$ cat src/rtl/mem_stage_pkg.sv
// Shared types and constants for the MEM pipeline stage.
package mem_stage_pkg;

    // Access FSM: IDLE accepts requests, BUSY counts freeze cycles and completes.
    typedef enum logic {
        IDLE = 1'b0,
        BUSY = 1'b1
    } state_e;

    localparam int DEF_BASE_ADDR = 1024;  // byte address of data-memory word 0
    localparam int DEF_MEM_DEPTH = 64;    // number of 32-bit words
    localparam int DATA_W        = 32;    // data / address width
    localparam int REG_W         = 4;     // register-index width

endpackage

$ cat src/rtl/mem_stage_data_memory.sv
// Word-addressed data memory: synchronous write, asynchronous read.
module data_memory
    import mem_stage_pkg::*;
#(
    parameter int DEPTH = DEF_MEM_DEPTH,
    parameter int AW    = (DEPTH > 1) ? $clog2(DEPTH) : 1
) (
    input  logic              clk,
    input  logic              we,
    input  logic [AW-1:0]     addr,
    input  logic [DATA_W-1:0] wdata,
    output logic [DATA_W-1:0] rdata
);

    logic [DATA_W-1:0] mem [DEPTH];

    // Commit a write at the rising edge when enabled.
    // NOTE: the array has no reset branch on purpose; contents survive reset and a reset would force the array into flops.
    always_ff @(posedge clk) begin
        if (we) begin
            // NOTE: sequential state is updated with <= so every flop samples pre-edge values.
            mem[addr] <= wdata;
        end
    end

    // Asynchronous read port.
    always_comb begin
        rdata = mem[addr];
    end

endmodule

$ cat src/rtl/mem_stage.sv
// MEM pipeline stage: freezes the pipeline for WAIT_CYCLES per load/store,
// holds the request in latches, and completes it against data_memory.
module mem_stage
    import mem_stage_pkg::*;
#(
    parameter int WAIT_CYCLES = 2,
    parameter int MEM_DEPTH   = DEF_MEM_DEPTH,
    parameter int BASE_ADDR   = DEF_BASE_ADDR
) (
    input  logic              clk,
    input  logic              rst,
    input  logic              wb_enable_in,
    input  logic              mem_read_in,
    input  logic              mem_write_in,
    input  logic [DATA_W-1:0] ALU_res_in,
    input  logic [DATA_W-1:0] val_Rm_in,
    input  logic [REG_W-1:0]  Rd_in,
    output logic              wb_enable_out,
    output logic              mem_read_out,
    output logic [DATA_W-1:0] ALU_res_out,
    output logic [DATA_W-1:0] mem_data_out,
    output logic [REG_W-1:0]  Rd_out,
    output logic              freeze,
    output logic              mem_err
);

    localparam int CNT_W = (WAIT_CYCLES > 0) ? $clog2(WAIT_CYCLES + 1) : 1;
    localparam int AW    = (MEM_DEPTH > 1) ? $clog2(MEM_DEPTH) : 1;

    state_e             state_q, state_d;
    logic [CNT_W-1:0]   cnt_q, cnt_d;
    logic               lat_wb_q, lat_wb_d;
    logic               lat_mr_q, lat_mr_d;
    logic               lat_mw_q, lat_mw_d;
    logic [DATA_W-1:0]  lat_alu_q, lat_alu_d;
    logic [DATA_W-1:0]  lat_val_q, lat_val_d;
    logic [REG_W-1:0]   lat_rd_q, lat_rd_d;

    logic               src_wb, src_mr, src_mw, src_rd_op;
    logic [DATA_W-1:0]  src_addr, src_val, byte_off, word_idx;
    logic               in_range, complete, mem_we;
    logic [DATA_W-1:0]  mem_rdata;

    // Select live inputs in IDLE or latched request in BUSY, and decode its address.
    always_comb begin
        src_wb    = (state_q == BUSY) ? lat_wb_q  : wb_enable_in;
        src_mr    = (state_q == BUSY) ? lat_mr_q  : mem_read_in;
        src_mw    = (state_q == BUSY) ? lat_mw_q  : mem_write_in;
        src_addr  = (state_q == BUSY) ? lat_alu_q : ALU_res_in;
        src_val   = (state_q == BUSY) ? lat_val_q : val_Rm_in;
        src_rd_op = src_mr & ~src_mw;  // a simultaneous write wins over the read
        byte_off  = src_addr - DATA_W'(BASE_ADDR);
        word_idx  = byte_off >> 2;
        in_range  = (src_addr >= DATA_W'(BASE_ADDR)) && (word_idx < DATA_W'(MEM_DEPTH));
    end

    // Next-state, latch loading and output muxing.
    always_comb begin
        // NOTE: every variable gets a default first so no path can infer a latch.
        state_d       = state_q;
        cnt_d         = cnt_q;
        lat_wb_d      = lat_wb_q;
        lat_mr_d      = lat_mr_q;
        lat_mw_d      = lat_mw_q;
        lat_alu_d     = lat_alu_q;
        lat_val_d     = lat_val_q;
        lat_rd_d      = lat_rd_q;
        complete      = 1'b0;
        mem_we        = 1'b0;
        freeze        = 1'b0;
        mem_err       = 1'b0;
        wb_enable_out = 1'b0;
        mem_read_out  = 1'b0;
        ALU_res_out   = '0;
        mem_data_out  = '0;
        Rd_out        = '0;

        if (!rst) begin
            case (state_q)
                IDLE: begin
                    ALU_res_out = ALU_res_in;
                    Rd_out      = Rd_in;
                    if (!(mem_read_in || mem_write_in)) begin
                        wb_enable_out = wb_enable_in;
                    end else if (WAIT_CYCLES == 0) begin
                        complete = 1'b1;
                    end else begin
                        freeze    = 1'b1;
                        lat_wb_d  = wb_enable_in;
                        lat_mr_d  = mem_read_in;
                        lat_mw_d  = mem_write_in;
                        lat_alu_d = ALU_res_in;
                        lat_val_d = val_Rm_in;
                        lat_rd_d  = Rd_in;
                        cnt_d     = CNT_W'(WAIT_CYCLES - 1);
                        state_d   = BUSY;
                    end
                end
                BUSY: begin
                    ALU_res_out = lat_alu_q;
                    Rd_out      = lat_rd_q;
                    if (cnt_q != '0) begin
                        freeze = 1'b1;
                        cnt_d  = cnt_q - CNT_W'(1);
                    end else begin
                        complete = 1'b1;
                        state_d  = IDLE;
                    end
                end
                default: state_d = IDLE;
            endcase

            if (complete) begin
                wb_enable_out = src_wb;
                mem_read_out  = src_rd_op;
                mem_we        = src_mw & in_range;
                mem_data_out  = (src_rd_op && in_range) ? mem_rdata : '0;
                mem_err       = ~in_range;
            end
        end
    end

    // State, counter and request latches with synchronous reset.
    always_ff @(posedge clk) begin
        if (rst) begin
            state_q   <= IDLE;
            cnt_q     <= '0;
            lat_wb_q  <= 1'b0;
            lat_mr_q  <= 1'b0;
            lat_mw_q  <= 1'b0;
            lat_alu_q <= '0;
            lat_val_q <= '0;
            lat_rd_q  <= '0;
        end else begin
            state_q   <= state_d;
            cnt_q     <= cnt_d;
            lat_wb_q  <= lat_wb_d;
            lat_mr_q  <= lat_mr_d;
            lat_mw_q  <= lat_mw_d;
            lat_alu_q <= lat_alu_d;
            lat_val_q <= lat_val_d;
            lat_rd_q  <= lat_rd_d;
        end
    end

    data_memory #(
        .DEPTH (MEM_DEPTH),
        .AW    (AW)
    ) u_data_memory (
        .clk   (clk),
        .we    (mem_we),
        .addr  (word_idx[AW-1:0]),
        .wdata (src_val),
        .rdata (mem_rdata)
    );

endmodule

$ cat config.mk
export PLATFORM = sky130hd
export DESIGN_NAME = mem_stage
export DESIGN_NICKNAME = d
export VERILOG_FILES = /design/src/rtl/mem_stage_pkg.sv /design/src/rtl/mem_stage_data_memory.sv /design/src/rtl/mem_stage.sv
export SDC_FILE = /design/constraint.sdc
export NUM_CORES = 2
export LEC_CHECK = 0
export ABC_AREA = 1
export CELL_PAD_IN_SITES_DETAIL_PLACEMENT = 0
export CELL_PAD_IN_SITES_GLOBAL_PLACEMENT = 1
export CORE_UTILIZATION = 46
export DETAILED_ROUTE_END_ITERATION = 10
export PLACE_DENSITY_LB_ADDON = 0.1
export SLEW_MARGIN = 40
export SYNTH_ARGS = -nofsm -noshare
export SYNTH_HDL_FRONTEND = slang
export SYNTH_SLANG_ARGS = --single-unit
$ cat constraint.sdc
create_clock -name clk -period 3.8 [get_ports clk]
set_input_delay 0.95 -clock clk [delete_from_list [all_inputs] [get_ports clk]]
set_output_delay 0.95 -clock clk [all_outputs]
set_load 0.05 [all_outputs]
==> metrics.md <==
| Metric | Value |
|---|---|
| # port buffers | `144` |
| # H-tree levels | `4` |
| Worst setup margin | `-0.885 ns` |
| Final Cycle Share | `123%` |
| Unrepaired setup endpoints after global routing | `yes` |
| Switch Pwr | `0.0154 W` |
| Peak supply drop | `0.000671 V` |
| Pwr Density | `523 nW/um2` |
| Design area | `110,000 um2` |
| Critical Path RT | `2.85 ns` |
| Final wirelength | `295,000 um` |
| Sequential share of power | `45.6%` |
| Status | `finished, violations left` |
| Final Hold Vio Count | `0` |
| Cell taking the most area after synthesis | `edfxtp_1` |
| Synth Area in Simple Gates | `16.9%` |
| Gr usage total | `30.8%` |
| Routed via count | `62,100` |
| Final core utilization | `59.3%` |
| First-pass GRT wire length | `414,000 um` |
| Initial Util | `46.3%` |
| Initial antenna violation count | `13` |
| Worst skew pair latency | `0.89 ns` |
| Biggest cell delay along the critical path | `0.38 ns` |
| Detailed Place HPWL | `181,000 um` |
| ANT nets after route | `0` |
| Max cap viols | `0` |
| Main combinational cell family by area after synthesis | `simple AND/OR/NAND/NOR gates` |
| Failing checks | `negative setup slack` |
| #FFs+latches synth | `2,122` |
| CTS clk-pin slew, worst paths | `0.06 ns` |
| GRT overflow | `0` |
| Post-synth ARST share | `0%` |
| Violation count after the first detailed-route iteration | `7,877` |
| Placement Cell Area | `98,600 um2` |
| Fill cells | `15,100` |
| Cell Int Power | `0.0420 W` |
| Most area-consuming cells after synthesis | `edfxtp_1 (72%), nor2_1 (10%), nand2_1 (5.9%), o21ai_0 (4.7%), dfxtp_1 (1.7%)` |
| Wirelength per Cell | `26.5 um` |
| Dpl cells | `10,600` |
| GPL Wtd Cong | `0.920` |
| Netlist cell types | `34` |
| Slew Limit Fails | `0` |
| Setup-failing EPs final | `33` |
| Dpl ws | `-1.80 ns` |
| Pleak | `40.2 nW` |
| Comb pwr share | `16.3%` |
| Via/cell ratio | `5.58` |
| Initial DRT Pass Iterations | `8` |
| Number of synthesized flops with an enable pin | `2,048` |
| Critical path launch point type | `register` |
| DRC | `0` |
| Highest clock rate | `213 MHz` |
| Synthesis Warnings | `0` |
| Minimum clock period | `4.68 ns` |
| Most common cell after layout, fill and taps aside | `nor2_1` |
| Number of global-route vias before repair | `58,900` |
| Slowest cell on the critical path | `dfxtp_4` |
| Post-route insts no fill | `11,100` |
| Synthesized cell area | `85,900 um2` |
| Worst EP arrival | `3.73 ns` |
| XOR/XNOR share of the synthesized area | `0.0306%` |
| Clock Sink Count | `2,122` |
| Setup CP Type | `register to primary output` |
| Syn nets | `7,709` |
| Worst path top cell family by delay | `buffers and inverters` |
| Switch share | `26.8%` |
| Slew HR | `41.5%` |
| Worst path cell trace | `buf_12 -> nand2_4 -> nand2_8 -> buf_16 -> buf_12 -> nand3_4 -> buf_4 -> buf_6 -> nor2_1 -> nor2_1 -> nand3_1 -> nand2_2 -> nand2_1 -> nor2_1 -> buf_4 -> nand3_2 -> buf_4 -> nor2_2 -> buf_6` |
| CP Max Fanout | `7` |
| Final nets | `8,527` |
| Root buffer cell | `clkbuf_16` |
| CP Buf/Inv Count | `8` |
| Synth Instances | `7,635` |
| Crit end category | `primary output` |
| Largest net degree at the start of global routing | `81` |
| Buffer depth of the longest clock path | `3` |
| Die ar. | `188,000 um2` |
| Row Count | `158` |
| Seq/Total Area, Yosys | `73.3%` |
| Area occupied by multi-input gates | `22,800 um2` |
| Layout area overhead | `28.0%` |
| Synth top area share | `71.6%` |
| Layout cells sized above 1 | `19.8%` |
| Clock Power Share | `38.1%` |
| CTS buffer count | `219` |
| Dominant synthesized flop cell | `edfxtp_1` |
| Die W | `434 um` |
| Synth Area in Adders | `0.0146%` |
| Average size of a mapped cell | `11.2 um2` |
| Worst slew pin tran | `0.874 ns` |
| IO Count | `145` |
| Worst hold path class | `input port to register` |
| Most frequent cells in the layout | `nor2_1 (2,127), edfxtp_1 (2,048), nand2_1 (1,188), o21ai_0 (685), buf_4 (493)` |
| Post-synthesis mux area share | `0%` |
| Synth Area in Compound Gates | `6.90%` |
| Worst clock skew | `0.0400 ns` |
| Core ar. | `185,000 um2` |
| Die extent in y | `434 um` |
| FF+latch area | `63,000 um2` |
| CTS tree | `done` |
## cell type report
| class | instances | area share (%) |
|---|---|---|
| clock buffers | 274 | 5.23 |
| flip-flops and latches | 2122 | 57.3 |
| multi-input cells | 4945 | 20.8 |
| clock inverters | 135 | 1.38 |
| repair buffers | 1031 | 12.0 |
| inverters | 134 | 0.486 |
| diodes | 6 | 0.0137 |
| well taps | 2480 | 2.82 |
## tightest hold or removal path, cell delays in order
cell and delay, ns:
dlymetal6s2s_1 0.11, o21ai_0 0.09, nor2_1 0.08
## through the flow
step / hold slack, ns / total power, W / TNS, ns
final: 0.418 / 0.0575 / -26.07
after CTS: 0.464 / 0.0570 / -28.21
after detailed placement: 0.450 / 0.0348 / -867.09
after global placement: 0.440 / 0.0348 / -800.19
after global routing: 0.423 / 0.0591 / -29.19
after floorplan: 0.429 / 0.0303 / -554.46
## synth_stat cells, drive strengths merged, types with 3 or more instances
| cell type | number |
|---|---|
| nor2 | 2301 |
| buf | 228 |
| edfxtp | 2048 |
| o21ai | 843 |
| dfxtp | 74 |
| nand2 | 1352 |
| clkbuf | 207 |
| xor2 | 3 |
| a21oi | 174 |
| o21a | 28 |
| nand3 | 120 |
| or2 | 4 |
| nand4 | 14 |
| o22ai | 96 |
| inv | 132 |
## routing by layer
metal | vias to the layer above | track usage, % | routed length (um)
li1 | 27900 | - | -
met1 | 30900 | 43.1 | 121000
met2 | 2863 | 47.7 | 135000
met3 | 481 | 5.60 | 27400
met4 | 2 | 11.9 | 11600
met5 | - | 0 | 13
## cells by family after synthesis
family / count (synthesis)
DFF: 2122
AOI/OAI and AO/OA: 1144
adders and majority gates: 1
buffers and inverters: 569
and+or+nand+nor: 3796
xor gates and xnor gates: 3
## flip-flops by register name, indices dropped and copies added (netlist names)
register and cells:
cnt_q 2, lat_mr_q 1, lat_rd_q 4, lat_mw_q 1
state_q 1, lat_alu_q 32, u_data_memory.mem 2048, lat_val_q 32
lat_wb_q 1
## repair_timing
| item | in CTS | in global routing |
|---|---|---|
| setup endpoints to repair | 34 | 34 |
| hold buffers | 0 | 0 |
| cloned | 9 | 22 |
| pin swaps | 45 | 116 |
| setup buffers | 42 | 54 |
| resized for setup | 344 | 415 |
## final timing paths
path	from	to	slack [ns]	cells past startpoint
worst max-delay path	state_q	mem_data_out[28]	-0.88	19
worst min-delay path	ALU_res_in[3]	lat_alu_q[3]	0.42	3
worst max register to register	state_q	u_data_memory.mem[57][27]	0.41	16
worst min register to register	lat_alu_q[9]	lat_alu_q[9]	0.46	2
## power by group through the flow
stage | Combinational, W | Sequential (W) | Clock, W
floorplan | 0.00356 | 0.0267 | 0
global placement | 0.00809 | 0.0267 | 0
detailed placement | 0.00813 | 0.0267 | 0
CTS | 0.00866 | 0.0262 | 0.0221
global route | 0.00987 | 0.0262 | 0.0230
finish | 0.00935 | 0.0262 | 0.0219
No activity file was read; power rests on OpenSTA's default activity.
